[src/rtl/button_debouncer.sv]
// Multi-channel push-button debouncer: synchronises raw pins and a slow sampling tick, then
// accepts a level change only after STABLE_SAMPLES consecutive agreeing samples per button.
module button_debouncer #(
    parameter int unsigned NUM_BUTTONS    = 4,
    parameter int unsigned STABLE_SAMPLES = 4,
    parameter bit          ACTIVE_LOW     = 1'b1
) (
    input  logic                   clk,
    input  logic                   rst,
    input  logic                   tick_in,
    input  logic [NUM_BUTTONS-1:0] btn_in,
    output logic [NUM_BUTTONS-1:0] btn_level,
    output logic [NUM_BUTTONS-1:0] btn_press,
    output logic [NUM_BUTTONS-1:0] btn_release
);

    localparam logic [3:0] StableCnt = 4'(STABLE_SAMPLES);
    localparam logic [NUM_BUTTONS-1:0] BtnInactive = ACTIVE_LOW ? '1 : '0;

    typedef enum logic [1:0] {
        StIdle,
        StPressWait,
        StPressed,
        StReleaseWait
    } state_e;

    logic [NUM_BUTTONS-1:0] btn_s1_q, btn_s2_q;
    logic                   tick_s1_q, tick_s2_q, tick_prev_q;
    logic                   sample_en_d, sample_en_q;
    logic [NUM_BUTTONS-1:0] raw;

    state_e                 state_q [NUM_BUTTONS];
    state_e                 state_d [NUM_BUTTONS];
    logic [3:0]             cnt_q   [NUM_BUTTONS];
    logic [3:0]             cnt_d   [NUM_BUTTONS];

    logic [NUM_BUTTONS-1:0] level_d, level_q;
    logic [NUM_BUTTONS-1:0] press_d, press_q;
    logic [NUM_BUTTONS-1:0] release_d, release_q;

    // Registered edge detect gives a one-clk sample pulse no matter how long tick_in stays high.
    assign sample_en_d = tick_s2_q & ~tick_prev_q;
    assign raw         = ACTIVE_LOW ? ~btn_s2_q : btn_s2_q;

    always_comb begin
        for (int i = 0; i < NUM_BUTTONS; i++) begin
            state_d[i]   = state_q[i];
            cnt_d[i]     = cnt_q[i];
            press_d[i]   = 1'b0;
            release_d[i] = 1'b0;
            level_d[i]   = 1'b0;

            if (sample_en_q) begin
                unique case (state_q[i])
                    StIdle: begin
                        if (raw[i]) begin
                            state_d[i] = StPressWait;
                            cnt_d[i]   = 4'd1;
                        end
                    end
                    StPressWait: begin
                        if (!raw[i]) begin
                            state_d[i] = StIdle;
                            cnt_d[i]   = 4'd0;
                        end else if ((cnt_q[i] + 4'd1) == StableCnt) begin
                            state_d[i] = StPressed;
                            cnt_d[i]   = 4'd0;
                            press_d[i] = 1'b1;
                        end else begin
                            cnt_d[i] = cnt_q[i] + 4'd1;
                        end
                    end
                    StPressed: begin
                        if (!raw[i]) begin
                            state_d[i] = StReleaseWait;
                            cnt_d[i]   = 4'd1;
                        end
                    end
                    StReleaseWait: begin
                        if (raw[i]) begin
                            state_d[i] = StPressed;
                            cnt_d[i]   = 4'd0;
                        end else if ((cnt_q[i] + 4'd1) == StableCnt) begin
                            state_d[i]   = StIdle;
                            cnt_d[i]     = 4'd0;
                            release_d[i] = 1'b1;
                        end else begin
                            cnt_d[i] = cnt_q[i] + 4'd1;
                        end
                    end
                    default: begin
                        state_d[i] = StIdle;
                        cnt_d[i]   = 4'd0;
                    end
                endcase
            end

            level_d[i] = (state_d[i] == StPressed) || (state_d[i] == StReleaseWait);
        end
    end

    always_ff @(posedge clk) begin
        if (rst) begin
            btn_s1_q    <= BtnInactive;
            btn_s2_q    <= BtnInactive;
            tick_s1_q   <= 1'b0;
            tick_s2_q   <= 1'b0;
            tick_prev_q <= 1'b0;
            sample_en_q <= 1'b0;
            level_q     <= '0;
            press_q     <= '0;
            release_q   <= '0;
            for (int i = 0; i < NUM_BUTTONS; i++) begin
                state_q[i] <= StIdle;
                cnt_q[i]   <= 4'd0;
            end
        end else begin
            btn_s1_q    <= btn_in;
            btn_s2_q    <= btn_s1_q;
            tick_s1_q   <= tick_in;
            tick_s2_q   <= tick_s1_q;
            tick_prev_q <= tick_s2_q;
            sample_en_q <= sample_en_d;
            level_q     <= level_d;
            press_q     <= press_d;
            release_q   <= release_d;
            for (int i = 0; i < NUM_BUTTONS; i++) begin
                state_q[i] <= state_d[i];
                cnt_q[i]   <= cnt_d[i];
            end
        end
    end

    assign btn_level   = level_q;
    assign btn_press   = press_q;
    assign btn_release = release_q;

endmodule

[config.mk]
export PLATFORM = sky130hd
export DESIGN_NAME = button_debouncer
export DESIGN_NICKNAME = d
export VERILOG_FILES = /design/src/rtl/button_debouncer.sv
export SDC_FILE = /design/constraint.sdc
export NUM_CORES = 1
export LEC_CHECK = 0
export CAP_MARGIN = 25
export CORE_ASPECT_RATIO = 1.1
export CORE_MARGIN = 8
export CORE_UTILIZATION = 45
export DETAILED_ROUTE_END_ITERATION = 6
export PLACE_DENSITY = 0.67
export SYNTH_ARGS = -nofsm -noshare
export SYNTH_HDL_FRONTEND = slang
export SYNTH_SLANG_ARGS = --single-unit
[constraint.sdc]
create_clock -name clk -period 1.5 [get_ports clk]
set_input_delay 0.3 -clock clk [delete_from_list [all_inputs] [get_ports clk]]
set_output_delay 0.3 -clock clk [all_outputs]
set_load 0.01 [all_outputs]
==> out/results.ini, run 1 <==
[outcome]
status = finished, violations left
violations = negative setup slack

[floorplan]
start_util_pct = 46.3
core-area_sq_um = 4590
dieHeight_microns = 88.1
io-pin-count = 19
rows = 26
chipWidth_microns = 81.5
dieArea_sq_um = 7180

[routing]
routed_wl_microns = 4340
ant_nets = 0
drt_iter0_drc = 78
vias = 1815
wire_per_inst_microns = 12.4
via_per_inst = 5.20
route.detailed.drc = 0
first_pass_iters = 4

[yosys]
yosys.area.top_type = dfxtp_1
synthFlopType = dfxtp_1
synth.cell_area_sq_um = 2120
syn-num-nets = 261
synth_async_sr_flop_share_pct = 0
ys_top_cells_by_count = 48 x dfxtp_1, 33 x nand2_1, 24 x a21oi_1, 13 x o21ai_0
ys_ff_latch = 48
synth_most_common_cell = dfxtp_1
synth_seq_area_share_pct = 45.2
synthCells = 242
synth.top_cell.area_share_pct = 45.2
ys_top_cells_by_area = dfxtp_1 45%, ha_1 7.1%, nand2_1 5.8%, a21oi_1 5.7%, o21ai_0 3.1%
synth_cell_types = 40
avgSynthCellArea_sq_um = 8.78
synth_edf_count = 0
ys_warn_count = 0

[job]
maxCapViolations = 0

[setup_path]
crit_family = simple AND/OR/NAND/NOR gates
path_class = register to register
end_kind = register
path_buf_inv = 0
cp_cell_sequence = ha_4, and2b_2, a21oi_2, o21ai_2, nand3_2, or3_4, a21oi_2
slowest_stage = or3_4
max_stage_delay_ns = 0.40
cp-start-kind = register
critPathArrivalTime_ns = 1.89
worstPathRequired_ns = 1.73
cp_common_cell = a21oi_2
crit_path_max_fanout = 4

[finish]
multi_input_area_sq_um = 1270
antenna_cells = 0
fin_nets = 311
layout-drive-gt1-share_pct = 33.8
seqCellArea_sq_um = 991
post-route-cell-area_sq_um = 2870
n_fill_cell = 412
syn2layout_area_growth_pct = 35.2

[power_and_ir_drop]
max-vdd-ir-drop_uv = 692
power_density_nw_per_um2 = 747
power_mw = 2.15
power.leakage_nw = 1.05

[sta]
tns_ns = -0.483
rsz0062_at_grt = true
max_freq_ghz = 0.603
fin_ws_ns = -0.159
worst_pin_slew_ns = 0.393
hold_slack_ns = 0.385
slew_viol_final = 0
clock_skew_ns = 0.00515
min_period_ns = 1.66
min_period_over_period_pct = 111
finalSetupViolCount = 8
hold_viol_final = 0
slew_headroom_pct = 73.5

[clocking]
cts_sinks = 48
clkLatencyLatePin_ns = 0.29
cts_made_buffers = 5
clk_pin_slew_ns = 0.08
cts_tree = yes
cts_htree_levels = 2
cts_buffer_depth = 2
cts_hold_buf = 0
clock-root-buffer = clkbuf_8

[grt]
grt_pass1_vias = 1803
grt_max_degree = 19
grt_remaining_overflow = 0
grt_usage_pct = 13.0
grt_pass1_wl_microns = 7550
antenna_found_initial = 0

[place]
dpl_cell_area_sq_um = 2630
pre_cts_ws_ns = -0.137
port_buffers = 18
hpwlAfterDp_microns = 3040
gp_congestion = 0.835

[hold_path]
hp-class = register to register

worst register-to-register path: cells and delay by family (launching register included):
kind	cells	cell delay [ns]
AOI/OAI and AO/OA	3	0.36
adders and majority gates	1	0.14
and+or+nand+nor	3	0.75
DFF	1	0.36
layout make-up:
type / count / area share, %
Multi-Input combinational cell: 179 / 44.1
Sequential cell: 48 / 34.5
Timing Repair Buffer: 51 / 14.9
Clock buffer: 8 / 3.14
Tap cell: 56 / 2.44
Inverter: 7 / 0.915
cells by family after synthesis:
logic type | synth area share [%]
muxes | 1.41
and+or+nand+nor | 26.5
buffers and inverters | 2.65
xor gates and xnor gates | 2.06
adders and majority gates | 7.07
AOI/OAI and AO/OA | 15.1
DFF | 45.2
sequential cells by signal (all words and copies together) (netlist names), 4 cells and up:
signal       flops
btn_s1_q         4
btn_release      4
state_q          8
btn_s2_q         4
btn_press        4
cnt_q           16
btn_level        4
per-layer routing:
metal  routed length (microns)  vias up  global-route usage [%]
met4                        71        0                    4.23
li1                          -      943                       -
met5                         0        -                       0
met3                       225        7                    3.80
met2                      2100       36                    22.7
met1                      1940      829                    14.6
power by group:
| part | internal (mW) | switching [mW] | leakage, nW |
|---|---|---|---|
| Clock | 0.376 | 0.396 | 0.0455 |
| Sequential | 1.28 | 0.0108 | 0.397 |
| Combinational | 0.0430 | 0.0415 | 0.604 |
metrics by stage:
step	instances	util (%)
floorplan	242	-
global placement	340	57.3
detailed placement	340	57.3
CTS	349	60.7
global route	349	62.6
finish	349	62.6
layout by cell type, fill, tap and decap left out, types with 2 or more instances in the layout:
master | synthesis | routed
nor2b_1 | 7 | 5
clkdlybuf4s50_1 | 0 | 18
a32oi_1 | 5 | 5
nand3_2 | 4 | 5
nand3_1 | 8 | 7
nor2_1 | 12 | 12
o21ai_1 | 1 | 3
nand2b_1 | 3 | 3
mux2i_1 | 3 | 3
a21oi_2 | 0 | 6
a211oi_1 | 4 | 4
or3_4 | 1 | 3
ha_1 | 12 | 7
dfxtp_4 | 0 | 6
nor4_2 | 0 | 3
xnor2_1 | 4 | 4
nand4_1 | 7 | 7
clkbuf_1 | 8 | 2
dfxtp_2 | 0 | 6
o21ai_0 | 13 | 10
clkbuf_8 | 0 | 6
ha_4 | 0 | 4
nand2_1 | 33 | 32
or2_4 | 1 | 2
dfxtp_1 | 48 | 36
nand2_2 | 2 | 3
a21oi_1 | 24 | 18
nor3_1 | 5 | 4
or2_2 | 9 | 9
buf_4 | 0 | 33
inv_1 | 7 | 7
worst paths after layout:
path                        to         from  slack (ns)  cells past startpoint
hold reg to reg    sample_en_q  tick_prev_q        0.39                      1
setup / recovery  btn_level[1]  cnt_q[1][0]       -0.16                      7
hold / removal     sample_en_q  tick_prev_q        0.39                      1
setup reg to reg  btn_level[1]  cnt_q[1][0]       -0.16                      7
what timing repair did:
| item | 4_1_cts | 5_1_grt |
|---|---|---|
| pin swaps | 7 | 12 |
| setup buffers | 1 | 0 |
| resized for setup | 16 | 25 |
| endpoints found under the setup margin | 16 | 21 |
No activity file was read; power rests on OpenSTA's default activity.
==> run 2: changes to the inputs <==
--- a/config.mk
+++ b/config.mk
@@ -9,3 +9,2 @@
 export CORE_ASPECT_RATIO = 1.1
-export CORE_MARGIN = 8
 export CORE_UTILIZATION = 45
==> constraint.sdc (replaced) <==
create_clock -name clk -period 1.5 [get_ports clk]
set_input_delay 0.45 -clock clk [delete_from_list [all_inputs] [get_ports clk]]
set_output_delay 0.45 -clock clk [all_outputs]
set_load 0.01 [all_outputs]
==> out/results.ini, run 2 (synthesized netlist as in run 1, its figures left out) <==
[power_and_ir_drop]
seqPwrFrac_pct = 56.1  ; -4.0 points
p_comb_share_pct = 4.1  ; +0.2 points
power_mw = 2.29  ; +6.8%
p_clk_share_pct = 39.8  ; +3.8 points
p_int_mw = 1.80  ; +6.2%
power_density_nw_per_um2 = 761  ; +1.8%
netSwitchingPower_mw = 0.488  ; +8.8%
max-vdd-ir-drop_uv = 824  ; +19%
switching_share_pct = 21.3  ; +0.40 points
power.leakage_nw = 1.20  ; +14%

[sta]
rsz0062_at_grt = true
hold_slack_ns = 0.386  ; +0.000414 ns
hold_viol_final = 0  ; unchanged
finalSetupViolCount = 10  ; +2
max_freq_ghz = 0.592  ; -1.8%
min_period_ns = 1.69  ; +0.0302 ns
fin_ws_ns = -0.189  ; -0.0302 ns
slew_headroom_pct = 71.6  ; -1.9 points
tns_ns = -0.635  ; -0.152 ns
worst_pin_slew_ns = 0.422  ; +0.0287 ns
min_period_over_period_pct = 113  ; +2.0 points
clock_skew_ns = 0.00304  ; -0.00212 ns
slew_viol_final = 0  ; unchanged

[finish]
final_common_cell = buf_4
fin_nets = 319  ; +2.6%
antenna_cells = 0  ; unchanged
final_cell_mix = 40 x buf_4, 37 x dfxtp_1, 32 x nand2_1
syn2layout_area_growth_pct = 41.8
layout-drive-gt1-share_pct = 39.5  ; +5.7 points
top_regs = cnt_q x16, state_q x8
top_register = cnt_q
instances_no_fill = 355  ; +1.7%
largest_register_ffs = 16  ; unchanged

[grt]
antenna_found_initial = 0  ; unchanged
grt_usage_pct = 19.0  ; +6.0 points
grt_max_degree = 16  ; -3
grt_pass1_vias = 1671  ; -7.3%
grt_remaining_overflow = 0  ; unchanged
grt_pass1_wl_microns = 7110  ; -5.8%

[clocking]
cts_htree_levels = 2  ; unchanged
cts_tree = yes
clock-root-buffer = clkbuf_8
cts_buffer_depth = 2  ; unchanged
cts_sinks = 48  ; unchanged
clk_pin_slew_ns = 0.08  ; about the same
clkLatencyLatePin_ns = 0.30  ; about the same
cts_made_buffers = 5  ; unchanged
cts_hold_buf = 0  ; unchanged

[routing]
wl_met3_microns = 121  ; -46%
wirelength_met1_microns = 2050  ; +5.8%
wire_per_inst_microns = 12.9  ; +3.6%
wl_met2_microns = 2310  ; +10%
vias = 1892  ; +4.2%
first_pass_iters = 4  ; unchanged
via_per_inst = 5.33  ; +2.5%
maxUsedRoutingLayer = met4
route.detailed.drc = 0  ; unchanged
routed_wl_microns = 4570  ; +5.4%
drt_iter0_drc = 81  ; +3.8%
ant_nets = 0  ; unchanged

[setup_path]
slowest_stage = or3_4
cp_common_cell = a21oi_2
critPathArrivalTime_ns = 1.94  ; +0.05 ns
cp-start-kind = register
worstPathRequired_ns = 1.75  ; +0.02 ns
cp_cell_sequence = ha_4, and2b_2, a21oi_2, o21ai_2, nand3_2, or3_4, a21oi_2
end_kind = register
path_class = register to register
crit_path_max_fanout = 3  ; -1
max_stage_delay_ns = 0.40  ; about the same

[floorplan]
dieArea_sq_um = 5000  ; -30%
core-area_sq_um = 4410  ; -3.8%
rows = 25  ; -3.8%
io-pin-count = 19  ; unchanged
start_util_pct = 48.2  ; +1.9 points
chipWidth_microns = 67.5  ; -17%
dieHeight_microns = 74.1  ; -16%

[hold_path]
hp-class = register to register

[job]
maxCapViolations = 0  ; unchanged

[outcome]
status = finished, violations left
violations = negative setup slack

[place]
gp_congestion = 0.804  ; -3.6%
port_buffers = 18  ; unchanged
placed_cells = 341  ; +0.29%
hpwlAfterDp_microns = 3050  ; +0.41%
pre_cts_ws_ns = -0.155  ; -0.0173 ns

==> run 2: per-stage QoR <==
| step | util, % | instance area [sq um] |
|---|---|---|
| 2_1_floorplan | - | 2170 |
| 3_3_place_gp | 60.4 | 2660 |
| 3_5_place_dp | 60.4 | 2660 |
| 4_1_cts | 64.8 | 2860 |
| 5_1_grt | 68.3 | 3010 |
| 6_report | 68.3 | 3010 |
==> run 2: final timing paths <==
path	end	depth (start not counted)	from	slack, ns
setup / recovery	btn_level[1]	7	cnt_q[1][0]	-0.19
hold / removal	sample_en_q	1	tick_prev_q	0.39
setup reg to reg	btn_level[1]	7	cnt_q[1][0]	-0.19
hold reg to reg	sample_en_q	1	tick_prev_q	0.39
==> run 2: routing by layer <==
metal	up-vias	track usage, %
li1	964	-
met1	894	22.6
met2	27	31.4
met3	7	5.21
met4	0	9.22
met5	-	0
==> run 2: power by group through the flow <==
stage / clock, mW / sequential [mW] / combinational (mW)
floorplan: 0 / 1.32 / 0.0430
global placement: 0 / 1.33 / 0.0879
detailed placement: 0 / 1.33 / 0.0884
CTS: 0.943 / 1.29 / 0.0898
global route: 1.00 / 1.29 / 0.102
finish: 0.911 / 1.29 / 0.0940
==> run 2: area by class of cell <==
| cell class | count | area (sq um) |
|---|---|---|
| fill | 355 | 1400 |
| multi-input combinational | 179 | 1320 |
| sequential | 48 | 992 |
| timing repair buffer | 59 | 485 |
| clock buffer | 7 | 108 |
| tap | 54 | 67.6 |
| inverter | 7 | 26.3 |
| clock inverter | 1 | 8.76 |
==> run 2: worst max-delay path: cells and delay by family, from the launching register on <==
family,cells,cell delay [ns]
simple gates,3,0.75
compound gates,3,0.37
flops,1,0.36
fa+ha+maj,1,0.15
==> run 2: repair_timing <==
action / CTS / global route
buffers inserted: 4 / 2
pin swaps: 3 / 18
endpoints found under the setup margin: 28 / 19
gates resized for setup: 33 / 34
